===== src/rtl/mips_trace_buffer_pkg.sv =====
// rtl/mips_trace_buffer_pkg.sv - shared definitions for the writeback trace buffer
package mips_trace_buffer_pkg;

    typedef enum logic {
        ST_ARMED   = 1'b0,
        ST_CAPTURE = 1'b1
    } trace_state_e;

    localparam int DEF_DATA_W  = 32;
    localparam int DEF_REG_W   = 5;
    localparam int DEF_ENTRY_W = DEF_DATA_W + DEF_REG_W + DEF_DATA_W;

    // Entry layout, MSB to LSB: {pc, wr, wd}
    function automatic int entry_width(input int data_w, input int reg_w);
        return data_w + reg_w + data_w;
    endfunction

    function automatic int wd_lsb();
        return 0;
    endfunction

    function automatic int wr_lsb(input int data_w);
        return data_w;
    endfunction

    function automatic int pc_lsb(input int data_w, input int reg_w);
        return data_w + reg_w;
    endfunction

endpackage


===== src/rtl/mips_trace_ram.sv =====
// rtl/mips_trace_ram.sv - trace storage, one write port and one asynchronous read port
module mips_trace_ram #(
    parameter int DEPTH   = 16,
    parameter int ENTRY_W = 69,
    localparam int PTR_W  = $clog2(DEPTH)
) (
    input  logic               clk,
    input  logic               we_i,
    input  logic [PTR_W-1:0]   waddr_i,
    input  logic [ENTRY_W-1:0] wdata_i,
    input  logic [PTR_W-1:0]   raddr_i,
    output logic [ENTRY_W-1:0] rdata_o
);

    logic [ENTRY_W-1:0] mem_q [DEPTH];

    always_ff @(posedge clk) begin
        if (we_i) begin
            mem_q[waddr_i] <= wdata_i;
        end
    end

    assign rdata_o = mem_q[raddr_i];

endmodule


===== src/rtl/mips_trace_buffer.sv =====
// rtl/mips_trace_buffer.sv - triggered capture of CPU register writebacks into a show-ahead FIFO
module mips_trace_buffer
    import mips_trace_buffer_pkg::*;
#(
    parameter int DEPTH  = 16,
    parameter int DATA_W = 32,
    parameter int REG_W  = 5,
    localparam int CNT_W = $clog2(DEPTH) + 1
) (
    input  logic              clk,
    input  logic              reset,
    input  logic              clear,
    input  logic              en,
    input  logic              wrap_mode,
    input  logic              trig_en,
    input  logic [DATA_W-1:0] trig_pc,
    input  logic              we_in,
    input  logic [DATA_W-1:0] pc_in,
    input  logic [REG_W-1:0]  wr_in,
    input  logic [DATA_W-1:0] wd_in,
    input  logic              rd_ready,
    output logic              rd_valid,
    output logic [DATA_W-1:0] rd_pc,
    output logic [REG_W-1:0]  rd_wr,
    output logic [DATA_W-1:0] rd_wd,
    output logic [CNT_W-1:0]  count,
    output logic              full,
    output logic              overflow,
    output logic              triggered
);

    localparam int PTR_W   = $clog2(DEPTH);
    localparam int ENTRY_W = entry_width(DATA_W, REG_W);
    localparam int WD_LSB  = wd_lsb();
    localparam int WR_LSB  = wr_lsb(DATA_W);
    localparam int PC_LSB  = pc_lsb(DATA_W, REG_W);
    localparam logic [CNT_W-1:0] DEPTH_C = CNT_W'(DEPTH);

    trace_state_e       state_q, state_d;
    logic [PTR_W-1:0]   rptr_q, rptr_d, wptr_q, wptr_d;
    logic [CNT_W-1:0]   count_q, count_d;
    logic               ovf_q, ovf_d;

    logic               trig_hit, push, pop, is_full, ram_we;
    logic [ENTRY_W-1:0] wr_entry, rd_entry;

    // Start condition; the triggering writeback is pushed in the same cycle
    assign trig_hit = en && (!trig_en || (we_in && (pc_in == trig_pc)));
    assign is_full  = (count_q == DEPTH_C);
    assign push     = en && we_in && ((state_q == ST_CAPTURE) || trig_hit);
    assign pop      = rd_valid && rd_ready;
    assign ram_we   = !clear && push && (!is_full || pop || wrap_mode);
    assign wr_entry = {pc_in, wr_in, wd_in};

    always_ff @(posedge clk or negedge reset) begin
        if (!reset) begin
            state_q <= ST_ARMED;
        end else begin
            state_q <= state_d;
        end
    end

    always_comb begin
        state_d = state_q;
        if (clear) begin
            state_d = ST_ARMED;
        end else if (state_q == ST_ARMED && trig_hit) begin
            state_d = ST_CAPTURE;
        end
    end

    always_comb begin
        triggered = (state_q == ST_CAPTURE);
    end

    always_comb begin
        rptr_d  = rptr_q;
        wptr_d  = wptr_q;
        count_d = count_q;
        ovf_d   = ovf_q;
        if (clear) begin
            rptr_d  = '0;
            wptr_d  = '0;
            count_d = '0;
            ovf_d   = 1'b0;
        end else begin
            if (pop) begin
                rptr_d  = rptr_q + PTR_W'(1);
                count_d = count_q - CNT_W'(1);
            end
            if (push) begin
                if (!is_full || pop) begin
                    wptr_d  = wptr_q + PTR_W'(1);
                    count_d = count_d + CNT_W'(1);
                end else if (wrap_mode) begin
                    // Overwrite the oldest slot: both pointers move, count stays at DEPTH
                    wptr_d = wptr_q + PTR_W'(1);
                    rptr_d = rptr_q + PTR_W'(1);
                    ovf_d  = 1'b1;
                end else begin
                    ovf_d  = 1'b1;
                end
            end
        end
    end

    always_ff @(posedge clk or negedge reset) begin
        if (!reset) begin
            rptr_q  <= '0;
            wptr_q  <= '0;
            count_q <= '0;
            ovf_q   <= 1'b0;
        end else begin
            rptr_q  <= rptr_d;
            wptr_q  <= wptr_d;
            count_q <= count_d;
            ovf_q   <= ovf_d;
        end
    end

    mips_trace_ram #(
        .DEPTH   (DEPTH),
        .ENTRY_W (ENTRY_W)
    ) u_ram (
        .clk     (clk),
        .we_i    (ram_we),
        .waddr_i (wptr_q),
        .wdata_i (wr_entry),
        .raddr_i (rptr_q),
        .rdata_o (rd_entry)
    );

    assign rd_valid = (count_q != '0);
    assign rd_pc    = rd_entry[PC_LSB +: DATA_W];
    assign rd_wr    = rd_entry[WR_LSB +: REG_W];
    assign rd_wd    = rd_entry[WD_LSB +: DATA_W];
    assign count    = count_q;
    assign full     = is_full;
    assign overflow = ovf_q;

endmodule


===== config.mk =====
export PLATFORM = sky130hd
export DESIGN_NAME = mips_trace_buffer
export DESIGN_NICKNAME = d
export VERILOG_FILES = /design/src/rtl/mips_trace_buffer_pkg.sv /design/src/rtl/mips_trace_ram.sv /design/src/rtl/mips_trace_buffer.sv
export SDC_FILE = /design/constraint.sdc
export NUM_CORES = 1
export LEC_CHECK = 0
export BUFFER_PORTS_ARGS = -buffer_cell sky130_fd_sc_hd__buf_2
export CORE_ASPECT_RATIO = 1.2
export CORE_MARGIN = 3
export CORE_UTILIZATION = 30
export DETAILED_ROUTE_END_ITERATION = 6
export PLACE_DENSITY = 0.51
export RECOVER_POWER = 50
export SLEW_MARGIN = 5
export SYNTH_ARGS = -nofsm -noshare
export SYNTH_HDL_FRONTEND = slang
export SYNTH_SLANG_ARGS = --single-unit

===== constraint.sdc =====
create_clock -name clk -period 13 [get_ports clk]
set_input_delay 2.6 -clock clk [delete_from_list [all_inputs] [get_ports clk]]
set_output_delay 2.6 -clock clk [all_outputs]
set_load 0.01 [all_outputs]

==> flow_summary.yaml <==
floorplanning:
  die_area_um2: 148000
  fp.dieW_um: 352
  num_rows: 151
  coreArea_um2: 142000
  io_pins: 187
  die_h_um: 421
  start_util_pct: 30.3
clock_tree:
  tritoncts: "done"
  cts_buffers: 109
  cts_hold_buf: 0
  cts.path.max_buffers: 3
  clock_latency_ns: 0.69
  cts-root-buf: "clkbuf_16"
  cts_resized: 0
  cts.clk_slew.worst_paths_ns: 0.07
  post-cts-setup-buffers: 0
  cts_sinks: 1119
  htree_levels: 3
drt:
  wl_per_cell_um: 26.3
  drt_wl_total_um: 105000
  drc: 0
  drt_iter0_drc: 1666
  vias_per_cell: 4.81
  vias: 19300
  dr.pass1.iters: 5
  ant_nets: 0
timing:
  fin_tns_setup_ns: 0
  rsz0062_at_grt: "no"
  period_share_pct: 58.2
  max-slew-margin-rel_pct: -14.7
  layout_min_cycle_time_ns: 7.57
  hold_viol_final: 0
  finalMaxSlewViolations: 11
  skew_ns: 0.0390
  fmax_ghz: 0.132
  tightest_slew_ns: 1.70
  setup_viol: 0
power:
  p_sw_uw: 2110
  power_switching_share_pct: 24.5
  p_clk_share_pct: 35.8
  p_leak_uw: 0.0149
  p_seq_share_pct: 47.0
  max-vdd-ir-drop_uv: 125
  p_int_uw: 6500
  pwr-share-comb_pct: 17.2
  p_per_area_nw_per_um2: 173
hold_path:
  hold_path_class: "reg -> reg"
  hold_start: "triggered"
status:
  violations: "capacitance limit, slew limit"
  run_status: "complete, but fails checks"
place:
  io_buffer_count: 186
  place.gp.congestion: 0.764
  place_area_um2: 46500
  dp_hpwl_um: 62600
synthesis:
  yosysWarnings: 0
  synth-seq-cells: 1119
  ys_types: 48
  synthTopCellsByArea: "edfxtp_1 (77%), mux4_2 (18%), dfrtp_1 (0.87%)"
  synthTopCellsByCount: "edfxtp_1 (1104), mux4_2 (345), clkbuf_1 (43), buf_2 (26), nor2_1 (23)"
  yosysMostFrequentCell: "edfxtp_1"
  synth_flop_cell: "edfxtp_1"
  synth_edf_count: 1104
  yosysSeqAreaShare_pct: 77.9
  yosys.area.top_type: "edfxtp_1"
  synth_cells: 1757
  syn_area_um2: 43100
  synth_top_area_share_pct: 77.0
  async_reset_ff_share_pct: 1.34
  synth_nets: 1874
  avgSynthCellArea_um2: 24.5
global_route:
  gr-usage-all-layers_pct: 14.3
  antenna_found_initial: 18
  grt_overflow_total: 0
  grt_pass1_wl_um: 153000
  grt_max_degree: 109
  grt_pass1_vias: 20700
final_layout:
  drive_above_1_share_pct: 32.2
  fin_nets: 2127
  filler_cell_count: 13000
  ff_latch_area_um2: 33500
  fin_area_um2: 49800
  area_delta_synth_final_pct: 15.8
  multi_input_area_um2: 9170
setup_path:
  r2r_start: "count[0]"
  r2r-end: "u_ram.mem_q[8][15]"
  worst-r2r-cell-count: 8
  reg2reg_slack_ns: 8.84
  cp.arrival_ns: 7.84
  cp-start-kind: "input port"
  crit_required_ns: 13.28
  crit_type: "in -> reg"
  critPathLaunch: "pc_in[22]"
  crit_end: "u_ram.mem_q[8][15]"
  endpoint_kind: "register"
  path_max_fanout: 59
flow_run:
  cap_violations: 1
[metal layers]
metal	part of all wire, %	GRT usage (%)	wire length, um	vias to the layer above
li1	-	-	-	8116
met1	42	18.7	44000	10600
met2	52	24.7	54600	488
met3	4.4	2.21	4620	141
met4	2.1	4.01	2220	10
met5	0.058	0	61	-
[state kept, by name (all words and copies together), names as in the netlist]
register,cells
rptr_q,4
triggered,1
u_ram.mem_q,1104
wptr_q,4
count,5
overflow,1
[cell usage in the layout (no fill, tap or decap), types with 2 or more instances in the layout]
| cell | synthesis | layout |
|---|---|---|
| clkinv_1 | 0 | 25 |
| nor3_2 | 0 | 8 |
| clkbuf_1 | 43 | 101 |
| mux2_2 | 8 | 8 |
| ha_1 | 8 | 8 |
| nand2_1 | 16 | 16 |
| mux4_2 | 345 | 345 |
| nor2_1 | 23 | 17 |
| buf_12 | 0 | 2 |
| dfrtp_4 | 0 | 4 |
| nor4_1 | 8 | 9 |
| inv_1 | 14 | 14 |
| bufinv_16 | 0 | 10 |
| clkbuf_16 | 0 | 113 |
| nor2_4 | 0 | 6 |
| xor2_1 | 18 | 18 |
| or3_1 | 2 | 2 |
| clkinvlp_4 | 0 | 2 |
| buf_4 | 1 | 41 |
| xnor2_1 | 19 | 19 |
| diode_2 | 0 | 8 |
| edfxtp_1 | 1104 | 1104 |
| inv_8 | 0 | 2 |
| buf_2 | 26 | 107 |
| nor2b_1 | 6 | 6 |
| nand4_1 | 12 | 12 |
| o211ai_1 | 7 | 7 |
| o21ai_0 | 6 | 8 |
| nor3_1 | 10 | 2 |
| and4_1 | 2 | 2 |
| and3_1 | 5 | 5 |
| a21oi_1 | 6 | 6 |
| mux2i_1 | 3 | 3 |
| nand3_1 | 4 | 4 |
| clkinv_2 | 0 | 20 |
| nand2b_1 | 7 | 7 |
| dfrtp_1 | 15 | 11 |
[cells by family after synthesis]
| family | after synthesis | share of synthesized area [%] |
|---|---|---|
| multiplexers | 356 | 18.3 |
| AND/OR/NAND/NOR | 105 | 1.33 |
| AO/OA/AOI/OAI | 30 | 0.468 |
| adder cells (fa/ha/maj) | 8 | 0.233 |
| buffers and inverters | 102 | 1.01 |
| XOR/XNOR | 37 | 0.753 |
| flip-flops | 1119 | 77.9 |
[cell type report]
type                       instances  share of cell area [%]
clock inverter                    62                    1.16
tap                             1912                    4.80
sequential                      1119                    67.3
multi-input combinational        536                    18.4
inverter                          14                   0.105
antenna                            8                  0.0402
timing repair buffer             230                    2.37
clock buffer                     134                    5.83
[worst max-delay path, cell delays in order]
cell      delay, ns
clkbuf_1       0.31
xnor2_1        0.77
nand4_1        0.47
nor4_1         0.76
and4b_1        0.43
o211ai_1       0.14
clkbuf_1       0.38
nor2_1         0.88
buf_4          0.94
[worst min-delay path by stage]
stage,cells after the start,slack [ns],to
after floorplan,2,0.54,overflow
after global placement,2,0.53,triggered
after detailed placement,2,0.54,triggered
after CTS,2,0.57,overflow
after global routing,2,0.60,overflow
final,2,0.57,triggered
[through the flow]
step | hold slack, ns | util [%] | setup slack (ns) | instances | power, uW
2_1_floorplan | 0.544 | - | 3.92 | 1757 | 5140
3_3_place_gp | 0.531 | 32.7 | 5.46 | 3811 | 5650
3_5_place_dp | 0.544 | 32.7 | 5.44 | 3811 | 5660
4_1_cts | 0.566 | 35.2 | 5.53 | 4007 | 8770
5_1_grt | 0.596 | 35.1 | 4.88 | 4009 | 8960
6_report | 0.565 | 35.1 | 5.43 | 4015 | 8610
[power by group through the flow]
stage                     registers, uW  clock network, uW  logic (uW)
after detailed placement           4130                  0        1540
after CTS                          4050               3180        1540
after floorplan                    4070                  0        1070
after global placement             4130                  0        1530
final                              4050               3080        1480
after global routing               4060               3310        1600
No activity file was read; power rests on OpenSTA's default activity.
